**src/rtl/lsu_pkg.sv**
```systemverilog
// Shared types for the load/store unit: access-size encodings, FSM state codes,
// the latched request payload and the size-to-byte-mask helper.
package lsu_pkg;

  localparam int unsigned XLEN = 32;

  typedef enum logic [1:0] {
    SZ_BYTE = 2'b00,
    SZ_HALF = 2'b01,
    SZ_WORD = 2'b10,
    SZ_RSVD = 2'b11
  } size_e;

  localparam logic [1:0] S_IDLE = 2'd0;
  localparam logic [1:0] S_ACC0 = 2'd1;
  localparam logic [1:0] S_ACC1 = 2'd2;
  localparam logic [1:0] S_RESP = 2'd3;

  typedef struct packed {
    logic            we;
    size_e           size;
    logic            uns;
    logic [XLEN-1:0] addr;
    logic [XLEN-1:0] wdata;
  } req_t;

  // Byte-lane mask of an access before it is shifted to its offset.
  function automatic logic [3:0] size_to_mask(size_e s);
    case (s)
      SZ_BYTE: return 4'b0001;
      SZ_HALF: return 4'b0011;
      SZ_WORD: return 4'b1111;
      default: return 4'b0000;
    endcase
  endfunction

endpackage

```
**src/rtl/lsu_if.sv**
```systemverilog
// Bus bundles around the load/store unit.
//   lsu_req_if : execute-stage request and one-pulse response (master = pipeline, slave = lsu)
//   lsu_mem_if : word-addressed data-RAM port (master = lsu, slave = RAM)
interface lsu_req_if;
  logic        req_valid_i;
  logic        req_ready_o;
  logic        req_we_i;
  logic [1:0]  req_size_i;
  logic        req_unsigned_i;
  logic [31:0] req_addr_i;
  logic [31:0] req_wdata_i;
  logic        rsp_valid_o;
  logic [31:0] rsp_rdata_o;
  logic        rsp_err_o;

  modport master (
    output req_valid_i, req_we_i, req_size_i, req_unsigned_i, req_addr_i, req_wdata_i,
    input  req_ready_o, rsp_valid_o, rsp_rdata_o, rsp_err_o
  );
  modport slave (
    input  req_valid_i, req_we_i, req_size_i, req_unsigned_i, req_addr_i, req_wdata_i,
    output req_ready_o, rsp_valid_o, rsp_rdata_o, rsp_err_o
  );
endinterface

interface lsu_mem_if;
  logic [31:0] mem_addr_o;
  logic [31:0] mem_data_o;
  logic [31:0] mem_data_i;
  logic        mem_we_o;
  logic [3:0]  mem_wstrb_o;
  logic        mem_re_o;

  modport master (
    output mem_addr_o, mem_data_o, mem_we_o, mem_wstrb_o, mem_re_o,
    input  mem_data_i
  );
  modport slave (
    input  mem_addr_o, mem_data_o, mem_we_o, mem_wstrb_o, mem_re_o,
    output mem_data_i
  );
endinterface

```
**src/rtl/lsu_align.sv**
```systemverilog
// Combinational lane logic for the load/store unit.
// Ports: size_i/uns_i/off_i describe the access, wdata_i is right-justified store
// data, lo_i/hi_i are the first/second read words. wstrb_o/wlane_o are the 8-byte
// strobe and data windows (low half = first word, high half = second word);
// rdata_o is the extracted and extended load result.
module lsu_align
  import lsu_pkg::*;
(
  input  size_e       size_i,
  input  logic        uns_i,
  input  logic [1:0]  off_i,
  input  logic [31:0] wdata_i,
  input  logic [31:0] lo_i,
  input  logic [31:0] hi_i,
  output logic [7:0]  wstrb_o,
  output logic [63:0] wlane_o,
  output logic [31:0] rdata_o
);

  logic [4:0]  sh;
  logic [31:0] merged;

  assign sh      = {off_i, 3'b000};
  assign wstrb_o = {4'b0000, size_to_mask(size_i)} << off_i;
  assign wlane_o = {32'h0, wdata_i} << sh;
  assign merged  = 32'({hi_i, lo_i} >> sh);

  // Truncate to the access size, then sign- or zero-extend.
  always_comb begin
    case (size_i)
      SZ_BYTE: rdata_o = {{24{~uns_i & merged[7]}}, merged[7:0]};
      SZ_HALF: rdata_o = {{16{~uns_i & merged[15]}}, merged[15:0]};
      default: rdata_o = merged;
    endcase
  end

endmodule

```
**src/rtl/lsu.sv**
```systemverilog
// Load/store unit: accepts one request at a time, performs one or two aligned
// word accesses on the data-RAM port and returns a single response pulse.
// Ports: clk, rst (sync, active-high), req (lsu_req_if.slave: request/response),
// mem (lsu_mem_if.master: RAM address, strobes, write data, read data).
// Build option: define LSU_MISALIGNED_EN to allow unaligned accesses, which split
// into two word accesses when they cross a word boundary; otherwise they are
// rejected with an error response.
module lsu
  import lsu_pkg::*;
#(
  parameter int unsigned DEPTH = 10
) (
  input  logic       clk,
  input  logic       rst,
  lsu_req_if.slave   req,
  lsu_mem_if.master  mem
);

  localparam logic [31:0] ADDR_MASK = 32'((64'd1 << (DEPTH + 2)) - 64'd1) & 32'hFFFF_FFFC;

  logic [1:0]  state_q, state_d;
  req_t        op_q, op_d, in_op, cur_op;
  logic [31:0] lo_q, lo_d, hi_d;
  logic        ready_q, ready_d;
  logic        rsp_valid_q, rsp_valid_d, rsp_err_q, rsp_err_d;
  logic [31:0] rsp_rdata_q, rsp_rdata_d;
  logic [31:0] mem_addr_q, mem_addr_d, mem_data_q, mem_data_d;
  logic        mem_we_q, mem_we_d, mem_re_q, mem_re_d;
  logic [3:0]  mem_wstrb_q, mem_wstrb_d;
  logic [7:0]  wstrb8;
  logic [63:0] wlane;
  logic [31:0] ext_rdata, acc1_addr;
  logic        legal, split;

  assign in_op = '{we: req.req_we_i, size: size_e'(req.req_size_i), uns: req.req_unsigned_i,
                   addr: req.req_addr_i, wdata: req.req_wdata_i};
  // Lane logic looks at the incoming request in IDLE, at the latched one afterwards.
  assign cur_op    = (state_q == S_IDLE) ? in_op : op_q;
  assign acc1_addr = ({op_q.addr[31:2], 2'b00} + 32'd4) & ADDR_MASK;

`ifdef LSU_MISALIGNED_EN
  logic [31:0] hi_q;

  assign legal = (in_op.size != SZ_RSVD);
  assign split = |wstrb8[7:4];

  // Second read word; cleared on every first access so single accesses see zero.
  always_comb begin
    hi_d = hi_q;
    if (state_q == S_ACC0) hi_d = '0;
    else if (state_q == S_ACC1 && !op_q.we) hi_d = mem.mem_data_i;
  end

  always_ff @(posedge clk) begin
    if (rst) hi_q <= '0;
    else     hi_q <= hi_d;
  end
`else
  always_comb begin
    case (in_op.size)
      SZ_BYTE: legal = 1'b1;
      SZ_HALF: legal = ~in_op.addr[0];
      SZ_WORD: legal = (in_op.addr[1:0] == 2'b00);
      default: legal = 1'b0;
    endcase
  end
  assign split = 1'b0;
  assign hi_d  = '0;
`endif

  assign lo_d = (state_q == S_ACC0 && !op_q.we) ? mem.mem_data_i : lo_q;

  lsu_align u_align (
    .size_i  (cur_op.size),
    .uns_i   (cur_op.uns),
    .off_i   (cur_op.addr[1:0]),
    .wdata_i (cur_op.wdata),
    .lo_i    (lo_d),
    .hi_i    (hi_d),
    .wstrb_o (wstrb8),
    .wlane_o (wlane),
    .rdata_o (ext_rdata)
  );

  // Next state plus the registered values of every output for the next cycle.
  always_comb begin
    state_d     = state_q;
    op_d        = op_q;
    rsp_valid_d = 1'b0;
    rsp_err_d   = 1'b0;
    rsp_rdata_d = '0;
    mem_addr_d  = '0;
    mem_data_d  = '0;
    mem_we_d    = 1'b0;
    mem_re_d    = 1'b0;
    mem_wstrb_d = '0;
    case (state_q)
      S_IDLE: begin
        if (req.req_valid_i && ready_q) begin
          op_d = in_op;
          if (!legal) begin
            state_d     = S_RESP;
            rsp_valid_d = 1'b1;
            rsp_err_d   = 1'b1;
          end else begin
            state_d    = S_ACC0;
            mem_addr_d = {in_op.addr[31:2], 2'b00} & ADDR_MASK;
            mem_we_d   = in_op.we;
            mem_re_d   = ~in_op.we;
            if (in_op.we) begin
              mem_wstrb_d = wstrb8[3:0];
              mem_data_d  = wlane[31:0];
            end
          end
        end
      end
      S_ACC0: begin
        if (split) begin
          state_d    = S_ACC1;
          mem_addr_d = acc1_addr;
          mem_we_d   = op_q.we;
          mem_re_d   = ~op_q.we;
          if (op_q.we) begin
            mem_wstrb_d = wstrb8[7:4];
            mem_data_d  = wlane[63:32];
          end
        end else begin
          state_d     = S_RESP;
          rsp_valid_d = 1'b1;
          rsp_rdata_d = op_q.we ? '0 : ext_rdata;
        end
      end
      S_ACC1: begin
        state_d     = S_RESP;
        rsp_valid_d = 1'b1;
        rsp_rdata_d = op_q.we ? '0 : ext_rdata;
      end
      default: state_d = S_IDLE;
    endcase
  end

  assign ready_d = (state_d == S_IDLE);

  always_ff @(posedge clk) begin
    if (rst) begin
      state_q     <= S_IDLE;
      op_q        <= '0;
      lo_q        <= '0;
      ready_q     <= 1'b0;
      rsp_valid_q <= 1'b0;
      rsp_err_q   <= 1'b0;
      rsp_rdata_q <= '0;
      mem_addr_q  <= '0;
      mem_data_q  <= '0;
      mem_we_q    <= 1'b0;
      mem_re_q    <= 1'b0;
      mem_wstrb_q <= '0;
    end else begin
      state_q     <= state_d;
      op_q        <= op_d;
      lo_q        <= lo_d;
      ready_q     <= ready_d;
      rsp_valid_q <= rsp_valid_d;
      rsp_err_q   <= rsp_err_d;
      rsp_rdata_q <= rsp_rdata_d;
      mem_addr_q  <= mem_addr_d;
      mem_data_q  <= mem_data_d;
      mem_we_q    <= mem_we_d;
      mem_re_q    <= mem_re_d;
      mem_wstrb_q <= mem_wstrb_d;
    end
  end

  // Reset masks the handshake and access strobes at once, so a reset raised
  // mid-access keeps that cycle's write from committing.
  assign req.req_ready_o = ready_q & ~rst;
  assign req.rsp_valid_o = rsp_valid_q;
  assign req.rsp_err_o   = rsp_err_q;
  assign req.rsp_rdata_o = rsp_rdata_q;
  assign mem.mem_addr_o  = mem_addr_q;
  assign mem.mem_data_o  = mem_data_q;
  assign mem.mem_we_o    = mem_we_q & ~rst;
  assign mem.mem_re_o    = mem_re_q & ~rst;
  assign mem.mem_wstrb_o = mem_wstrb_q & {4{~rst}};

endmodule

```
**src/flat_wrapper.sv**
```systemverilog
// flat-port wrapper written by rule: the top's interface ports become plain ports
module lsu_flat import lsu_pkg::*;
#(
  parameter int unsigned DEPTH = 10
)
  (clk, rst, req_req_valid_i, req_req_we_i, req_req_size_i, req_req_unsigned_i, req_req_addr_i, req_req_wdata_i, req_req_ready_o, req_rsp_valid_o, req_rsp_rdata_o, req_rsp_err_o, mem_mem_addr_o, mem_mem_data_o, mem_mem_we_o, mem_mem_wstrb_o, mem_mem_re_o, mem_mem_data_i);
  lsu_req_if req_i ();
  lsu_mem_if mem_i ();
  input  logic clk;
  input  logic rst;
  input wire logic [$bits(req_i.req_valid_i)-1:0] req_req_valid_i;
  input wire logic [$bits(req_i.req_we_i)-1:0] req_req_we_i;
  input wire logic [$bits(req_i.req_size_i)-1:0] req_req_size_i;
  input wire logic [$bits(req_i.req_unsigned_i)-1:0] req_req_unsigned_i;
  input wire logic [$bits(req_i.req_addr_i)-1:0] req_req_addr_i;
  input wire logic [$bits(req_i.req_wdata_i)-1:0] req_req_wdata_i;
  output wire logic [$bits(req_i.req_ready_o)-1:0] req_req_ready_o;
  output wire logic [$bits(req_i.rsp_valid_o)-1:0] req_rsp_valid_o;
  output wire logic [$bits(req_i.rsp_rdata_o)-1:0] req_rsp_rdata_o;
  output wire logic [$bits(req_i.rsp_err_o)-1:0] req_rsp_err_o;
  output wire logic [$bits(mem_i.mem_addr_o)-1:0] mem_mem_addr_o;
  output wire logic [$bits(mem_i.mem_data_o)-1:0] mem_mem_data_o;
  output wire logic [$bits(mem_i.mem_we_o)-1:0] mem_mem_we_o;
  output wire logic [$bits(mem_i.mem_wstrb_o)-1:0] mem_mem_wstrb_o;
  output wire logic [$bits(mem_i.mem_re_o)-1:0] mem_mem_re_o;
  input wire logic [$bits(mem_i.mem_data_i)-1:0] mem_mem_data_i;
  assign req_i.req_valid_i = req_req_valid_i;
  assign req_i.req_we_i = req_req_we_i;
  assign req_i.req_size_i = req_req_size_i;
  assign req_i.req_unsigned_i = req_req_unsigned_i;
  assign req_i.req_addr_i = req_req_addr_i;
  assign req_i.req_wdata_i = req_req_wdata_i;
  assign req_req_ready_o = req_i.req_ready_o;
  assign req_rsp_valid_o = req_i.rsp_valid_o;
  assign req_rsp_rdata_o = req_i.rsp_rdata_o;
  assign req_rsp_err_o = req_i.rsp_err_o;
  assign mem_mem_addr_o = mem_i.mem_addr_o;
  assign mem_mem_data_o = mem_i.mem_data_o;
  assign mem_mem_we_o = mem_i.mem_we_o;
  assign mem_mem_wstrb_o = mem_i.mem_wstrb_o;
  assign mem_mem_re_o = mem_i.mem_re_o;
  assign mem_i.mem_data_i = mem_mem_data_i;
  lsu #(.DEPTH(DEPTH)) u_core (.clk(clk), .rst(rst), .req(req_i), .mem(mem_i));
endmodule
```
**config.mk**
```make
export PLATFORM = sky130hd
export DESIGN_NAME = lsu_flat
export DESIGN_NICKNAME = d
export VERILOG_FILES = /design/src/rtl/lsu_pkg.sv /design/src/rtl/lsu_if.sv /design/src/rtl/lsu_align.sv /design/src/rtl/lsu.sv /design/src/flat_wrapper.sv
export SDC_FILE = /design/constraint.sdc
export NUM_CORES = 1
export LEC_CHECK = 0
export CAP_MARGIN = 20
export CORE_MARGIN = 8
export CORE_UTILIZATION = 25
export CTS_CLUSTER_SIZE = 14
export DETAILED_ROUTE_END_ITERATION = 8
export MAX_ROUTING_LAYER = met4
export PLACE_DENSITY_LB_ADDON = 0.08
export SETUP_SLACK_MARGIN = 0.05
export SYNTH_ARGS = -nofsm -noshare
export SYNTH_HDL_FRONTEND = slang
export SYNTH_SLANG_ARGS = --single-unit
```
**constraint.sdc**
```tcl
create_clock -name clk -period 3.3 [get_ports clk]
set_clock_uncertainty 0.2 [all_clocks]
set_input_delay 0.495 -clock clk [delete_from_list [all_inputs] [get_ports clk]]
set_output_delay 0.495 -clock clk [all_outputs]
set_load 0.02 [all_outputs]
```
==> results of run 1 <==
area by class of cell:
type                    count  area share, %
diodes                      1         0.0269
clock inverters            15           2.18
well taps                 341           4.59
repair buffers            190           19.8
multi-input cells         551           35.2
clock buffers              17           4.58
inverters                   6          0.243
flip-flops and latches    155           33.4
critical path: cells and delay by family, from the launching register on:
family | cells | cell delay [ps]
DFF | 1 | 330
and+or+nand+nor | 5 | 660
buffers and inverters | 5 | 1150
adders and majority gates | 1 | 350
stage by stage:
step	utilization [%]	worst slack, ps	cells	total power, mW	hold slack [ps]
after floorplan	-	792	789	4.29	232
after global placement	32.5	477	1243	5.18	239
after CTS	34.8	485	1275	7.30	253
after detailed placement	32.5	490	1243	5.17	244
after global routing	34.8	296	1276	7.67	268
final	34.8	531	1276	7.19	251
per-layer routing:
| layer | GRT usage [%] | part of all wire [%] | wire length, microns |
|---|---|---|---|
| met3 | 3.83 | 4.7 | 1060 |
| met5 | - | 0 | 0 |
| met2 | 23.0 | 47 | 10600 |
| met4 | 3.50 | 0.88 | 200 |
| met1 | 17.5 | 48 | 10900 |
cells in the mapped netlist, drive strengths merged (2+ instances only):
library cell	n	share of area [%]
dfxtp	155	46
inv	5	0.28
mux2i	74	11
ha	7	1.3
mux2	12	2.0
a21oi	73	5.4
nor3	6	0.45
nand3	12	0.90
buf	41	3.9
a211oi	42	4.7
and3	19	1.8
clkbuf	36	2.0
nor2	78	4.4
nand2	134	7.5
mux4	3	1.0
nor3b	2	0.22
a31oi	8	0.75
o21ai	18	1.5
nor2b	31	2.9
or3	2	0.19
kinds of logic after synthesis:
logic type	Yosys count	synth area share (%)
AOI/OAI and AO/OA	147	13.3
and+or+nand+nor	286	18.5
other	1	0.0559
buffers and inverters	83	6.29
muxes	89	14.3
adders and majority gates	7	1.31
DFF	155	46.3
worst max path at each step:
stage	slack, ps	endpoint	depth (start not counted)
5_1_grt	300	u_core.mem_wstrb_q[0]$_SDFF_PP0_	11
3_3_place_gp	480	u_core.mem_wstrb_q[0]$_SDFF_PP0_	9
3_5_place_dp	490	u_core.mem_wstrb_q[0]$_SDFF_PP0_	9
4_1_cts	480	u_core.mem_wstrb_q[0]$_SDFF_PP0_	11
6_report	530	u_core.mem_wstrb_q[0]$_SDFF_PP0_	11
2_1_floorplan	790	u_core.req.rsp_rdata_o[30]$_SDFF_PP0_	12
sequential cells by signal (all words and copies together), names as in the netlist:
| signal | cells |
|---|---|
| u_core.mem_re_q | 1 |
| u_core.mem.mem_addr_o | 10 |
| u_core.mem_wstrb_q | 4 |
| u_core.lo_q | 32 |
| u_core.req.rsp_valid_o | 1 |
| u_core.op_q | 38 |
| u_core.ready_q | 1 |
| u_core.req.rsp_rdata_o | 32 |
| u_core.req.rsp_err_o | 1 |
| u_core.state_q | 2 |
| u_core.mem_we_q | 1 |
| u_core.mem.mem_data_o | 32 |
power groups by stage:
stage / Clock [mW] / Combinational (mW) / Sequential (mW)
2_1_floorplan: 0 / 2.01 / 2.28
5_1_grt: 2.24 / 3.22 / 2.21
4_1_cts: 2.16 / 2.95 / 2.19
3_5_place_dp: 0 / 2.94 / 2.23
6_report: 2.09 / 2.92 / 2.18
3_3_place_gp: 0 / 2.95 / 2.23
==> results.ini, run 1 <==
[power_and_ir_drop]
power.leakage_nw=3.82
p_seq_share_pct=30.4
p_int_mw=4.41
ir_worst_vdd_v=0.000322
p_clk_share_pct=29.1
p_switching_mw=2.78
switching_share_pct=38.7
power.density_nw_per_um2=774
p_comb_share_pct=40.6

[setup_path]
reg2reg_slack_ps=530
cp_slowest_cell=buf_4
cp-startpoint=u_core.state_q[0]$_SDFF_PP0_
start_kind=flop
reg2reg_from=u_core.state_q[0]$_SDFF_PP0_
crit_type=reg2reg
crit_required_ps=3450
reg2regPathDepth=11
slowest_delay_ps=470
crit_chain=inv_1 -> ha_2 -> buf_4 -> nand3_1 -> nor2_1 -> buf_4 -> nand3_1 -> clkinv_1 -> nand3_1 -> buf_4 -> nor2_1
crit_arrival_ps=2920
r2r_end=u_core.mem_wstrb_q[0]$_SDFF_PP0_
end_kind=flop
cp_max_fo=37

[sta]
rsz0062_at_grt=no
post-route-min-period_ps=2770
tns_ps=0
slew_headroom_pct=59.3
fin_crit_sh_pct=83.9
slew_viol_final=0
setup-violations-final=0
worstMarginPinSlew_ps=609
hold_viol=0
fmax_mhz=361

[layout]
multi_input_area_sq_um=3270
ff_latch_area_sq_um=3100
final_nets=1031
layout_common_cells=clkdlybuf4s50_1, dfxtp_1, nand2_1
areaGrowthSynthToFinish_pct=38.5
fillCellCount=2789
layout_commonest_cell=clkdlybuf4s50_1
drive_gt1_share_pct=8.78
finish.instance_area_sq_um=9290

[yosys]
avgSynthCellArea_sq_um=8.73
synth_area_sq_um=6710
synth_edf_count=0
yosysWarnings=0
syn_inst=768
synth_ff_type=dfxtp_1
ys_seq_area_share_pct=46.3
ys_seq_elements=155
synth-async-reset-ratio_pct=0
ys_types=36

[placed_design]
hpwl_microns=16400
port-buffer-count=165
place_area_sq_um=8660
place.gp.congestion=0.776

[die]
core_area_sq_um=26700
die_area_sq_um=32300
die-height_microns=180
die_x_microns=180
num_rows=60
ios=208
start_util_pct=25.2

[drt]
vias_per_cell=4.47
drtPass1Iterations=5
drt_iter0_drc=192
detail-route-antenna-nets=0
routed_wl_microns=22700
wire_per_inst_microns=17.8
drc_errors=0
dr_total_vias=5698

[worst_hold_path]
holdPathStages=2
min_to=u_core.op_q[31]$_SDFFE_PP0P_
hold_path_class=reg2reg
worstHoldStart=u_core.op_q[31]$_SDFFE_PP0P_

[global_route]
grt_pass1_vias=5781
grt_pass1_wl_microns=34900
grt.total_usage_pct=14.3
antenna_found_initial=1
grt-ovfl-total=0
grt_max_degree=41

[cts]
worstSkewPairLatency_ps=430
cts_buffers=17
cts_resized=0
cts-root-buf=clkbuf_16
postCtsSetupBuffers=0
clkTransAtPathRegs_ps=70
clkSinkCount=155
cts_tree=yes
holdBufCountCts=0
cts_max_level=4
cts_buffer_depth=2

[run]
max_cap_viol_count=0

[run_status]
status=complete, no violations

No activity file was read; power rests on OpenSTA's default activity.
==> inputs of run 2 (changes only) <==
Clock period 3.3 ns to 2.4 ns, I/O delays scaled along.
==> results.ini, run 2 (synthesized netlist as in run 1, its figures left out) <==
[sta]
hold_viol=0  ; unchanged
tns_ps=0  ; unchanged
fin_crit_sh_pct=95.3  ; +11 points
slew_headroom_pct=61.4  ; +2.2 points
setup-violations-final=0  ; unchanged
worstMarginPinSlew_ps=576  ; -32.3 ps
slew_viol_final=0  ; unchanged
setup_ws_ps=112  ; -419 ps
post-route-min-period_ps=2290  ; -481 ps
rsz0062_at_grt=yes
fmax_mhz=437  ; +21%
whs_ps=102  ; -149 ps

[drt]
wl_met3_microns=965  ; -8.8%
drt_iter0_drc=242  ; +26%
detail-route-antenna-nets=0  ; unchanged
wl_met2_microns=11100  ; +5.5%
vias_per_cell=4.44  ; -0.65%
routed_wl_microns=23400  ; +3.2%
drc_errors=0  ; unchanged
dr_total_vias=5812  ; +2.0%
top_layer_used=met4
wire_per_inst_microns=17.9  ; +0.53%
drtPass1Iterations=5  ; unchanged
met1Wirelength_microns=11100  ; +2.5%

[cts]
clkSinkCount=155  ; unchanged
cts_max_level=4  ; unchanged
clkTransAtPathRegs_ps=80  ; about the same
cts_buffer_depth=2  ; unchanged
cts_tree=yes
worstSkewPairLatency_ps=430  ; about the same
cts_buffers=17  ; unchanged
cts-root-buf=clkbuf_16
holdBufCountCts=0  ; unchanged

[placed_design]
hpwl_microns=16900  ; +3.2%
port-buffer-count=165  ; unchanged
pre_cts_slack_ps=-201  ; -691 ps
place.gp.congestion=0.799  ; +3.0%

[setup_path]
r2r_end=u_core.req.rsp_rdata_o[26]$_SDFF_PP0_
reg2reg_slack_ps=110  ; -420 ps
end_kind=flop
crit_type=reg2reg
start_kind=flop
reg2regPathDepth=7  ; -4
crit_arrival_ps=2400  ; -520 ps
cp-startpoint=u_core.state_q[1]$_SDFF_PP0_
cp_max_fo=8  ; -78%
reg2reg_from=u_core.state_q[1]$_SDFF_PP0_
crit_required_ps=2510  ; -940 ps

[layout]
layout_common_cells=clkdlybuf4s50_1, dfxtp_1, nand2_1
largest_reg_flops=38  ; unchanged
layout_commonest_cell=clkdlybuf4s50_1
multi_input_area_sq_um=3350  ; +2.4%
areaGrowthSynthToFinish_pct=43.3
utilization_pct=36.1  ; +1.2 points
fillCellCount=2798  ; +0.32%
top_register=u_core.op_q
final_nets=1065  ; +3.3%
drive_gt1_share_pct=13.1  ; +4.3 points
ff_latch_area_sq_um=3110  ; about the same

[power_and_ir_drop]
ir_worst_vdd_v=0.000386  ; +20%
power.leakage_nw=3.98  ; +4.2%
total_power_mw=10.3  ; +43%
power.density_nw_per_um2=1070  ; +39%

[global_route]
grt_max_degree=47  ; +15%
grt-ovfl-total=0  ; unchanged
antenna_found_initial=1  ; unchanged
grt_pass1_vias=6001  ; +3.8%
grt_pass1_wl_microns=36600  ; +4.9%
grt.total_usage_pct=14.9  ; +0.68 points

[die]
ios=208  ; unchanged
core_area_sq_um=26700  ; unchanged
start_util_pct=25.2  ; unchanged
die_area_sq_um=32300  ; unchanged
die_x_microns=180  ; unchanged
num_rows=60  ; unchanged
die-height_microns=180  ; unchanged

[run]
max_cap_viol_count=0  ; unchanged

[worst_hold_path]
min_to=u_core.op_q[64]$_SDFFE_PP0P_
worstHoldStart=rst
hold_path_class=in2reg
holdPathStages=2  ; unchanged

[run_status]
status=complete, no violations

[run 2: report_power, final]
| group | switching (mW) | total (mW) | internal [mW] |
|---|---|---|---|
| combinational | 2.59 | 4.58 | 1.99 |
| sequential | 0.140 | 3.02 | 2.88 |
| clock | 1.31 | 2.71 | 1.40 |
| total | 4.04 | 10.3 | 6.27 |
[run 2: what timing repair did]
action,in CTS,in global routing
gates cloned,1,0
pin swaps,2,4
endpoints found under the setup margin,60,64
buffers inserted,2,0
gates resized for setup,14,10
[run 2: worst max-delay path, stage by stage, from the launching register on]
cell and delay [ps]:
dfxtp_2 340, inv_2 80, ha_4 210, mux2_2 370
mux4_2 340, mux2i_4 260, o32a_4 270, o21ai_0 100
[run 2: routing by layer]
metal  vias to the layer above  global-route usage, %
met5                         -                      -
met4                         0                   4.10
met1                      2707                   18.5
met3                        10                   3.69
li1                       2957                      -
met2                       138                   23.9
[run 2: worst max path at each step]
stage | cells past startpoint | endpoint | slack [ps]
after global routing | 9 | u_core.req.rsp_rdata_o[24]$_SDFF_PP0_ | 30
final | 7 | u_core.req.rsp_rdata_o[26]$_SDFF_PP0_ | 110
after CTS | 7 | u_core.req.rsp_rdata_o[24]$_SDFF_PP0_ | 60
after detailed placement | 6 | u_core.req.rsp_rdata_o[26]$_SDFF_PP0_ | -200
after global placement | 6 | u_core.req.rsp_rdata_o[29]$_SDFF_PP0_ | -180
after floorplan | 12 | u_core.req.rsp_rdata_o[30]$_SDFF_PP0_ | 60
[run 2: area by class of cell]
cell class / instances / area share [%]
multi-input combinational: 552 / 34.9
clock buffer: 17 / 4.43
sequential: 155 / 32.3
clock inverter: 15 / 1.75
inverter: 6 / 0.260
antenna: 1 / 0.0260
timing repair buffer: 223 / 21.9
tap: 341 / 4.44
[run 2: per-stage QoR]
stage          area (sq um)  std cells
6_report               9610       1310
3_3_place_gp           8900       1275
2_1_floorplan          6800        789
4_1_cts                9590       1310
5_1_grt                9610       1310
3_5_place_dp           8900       1275
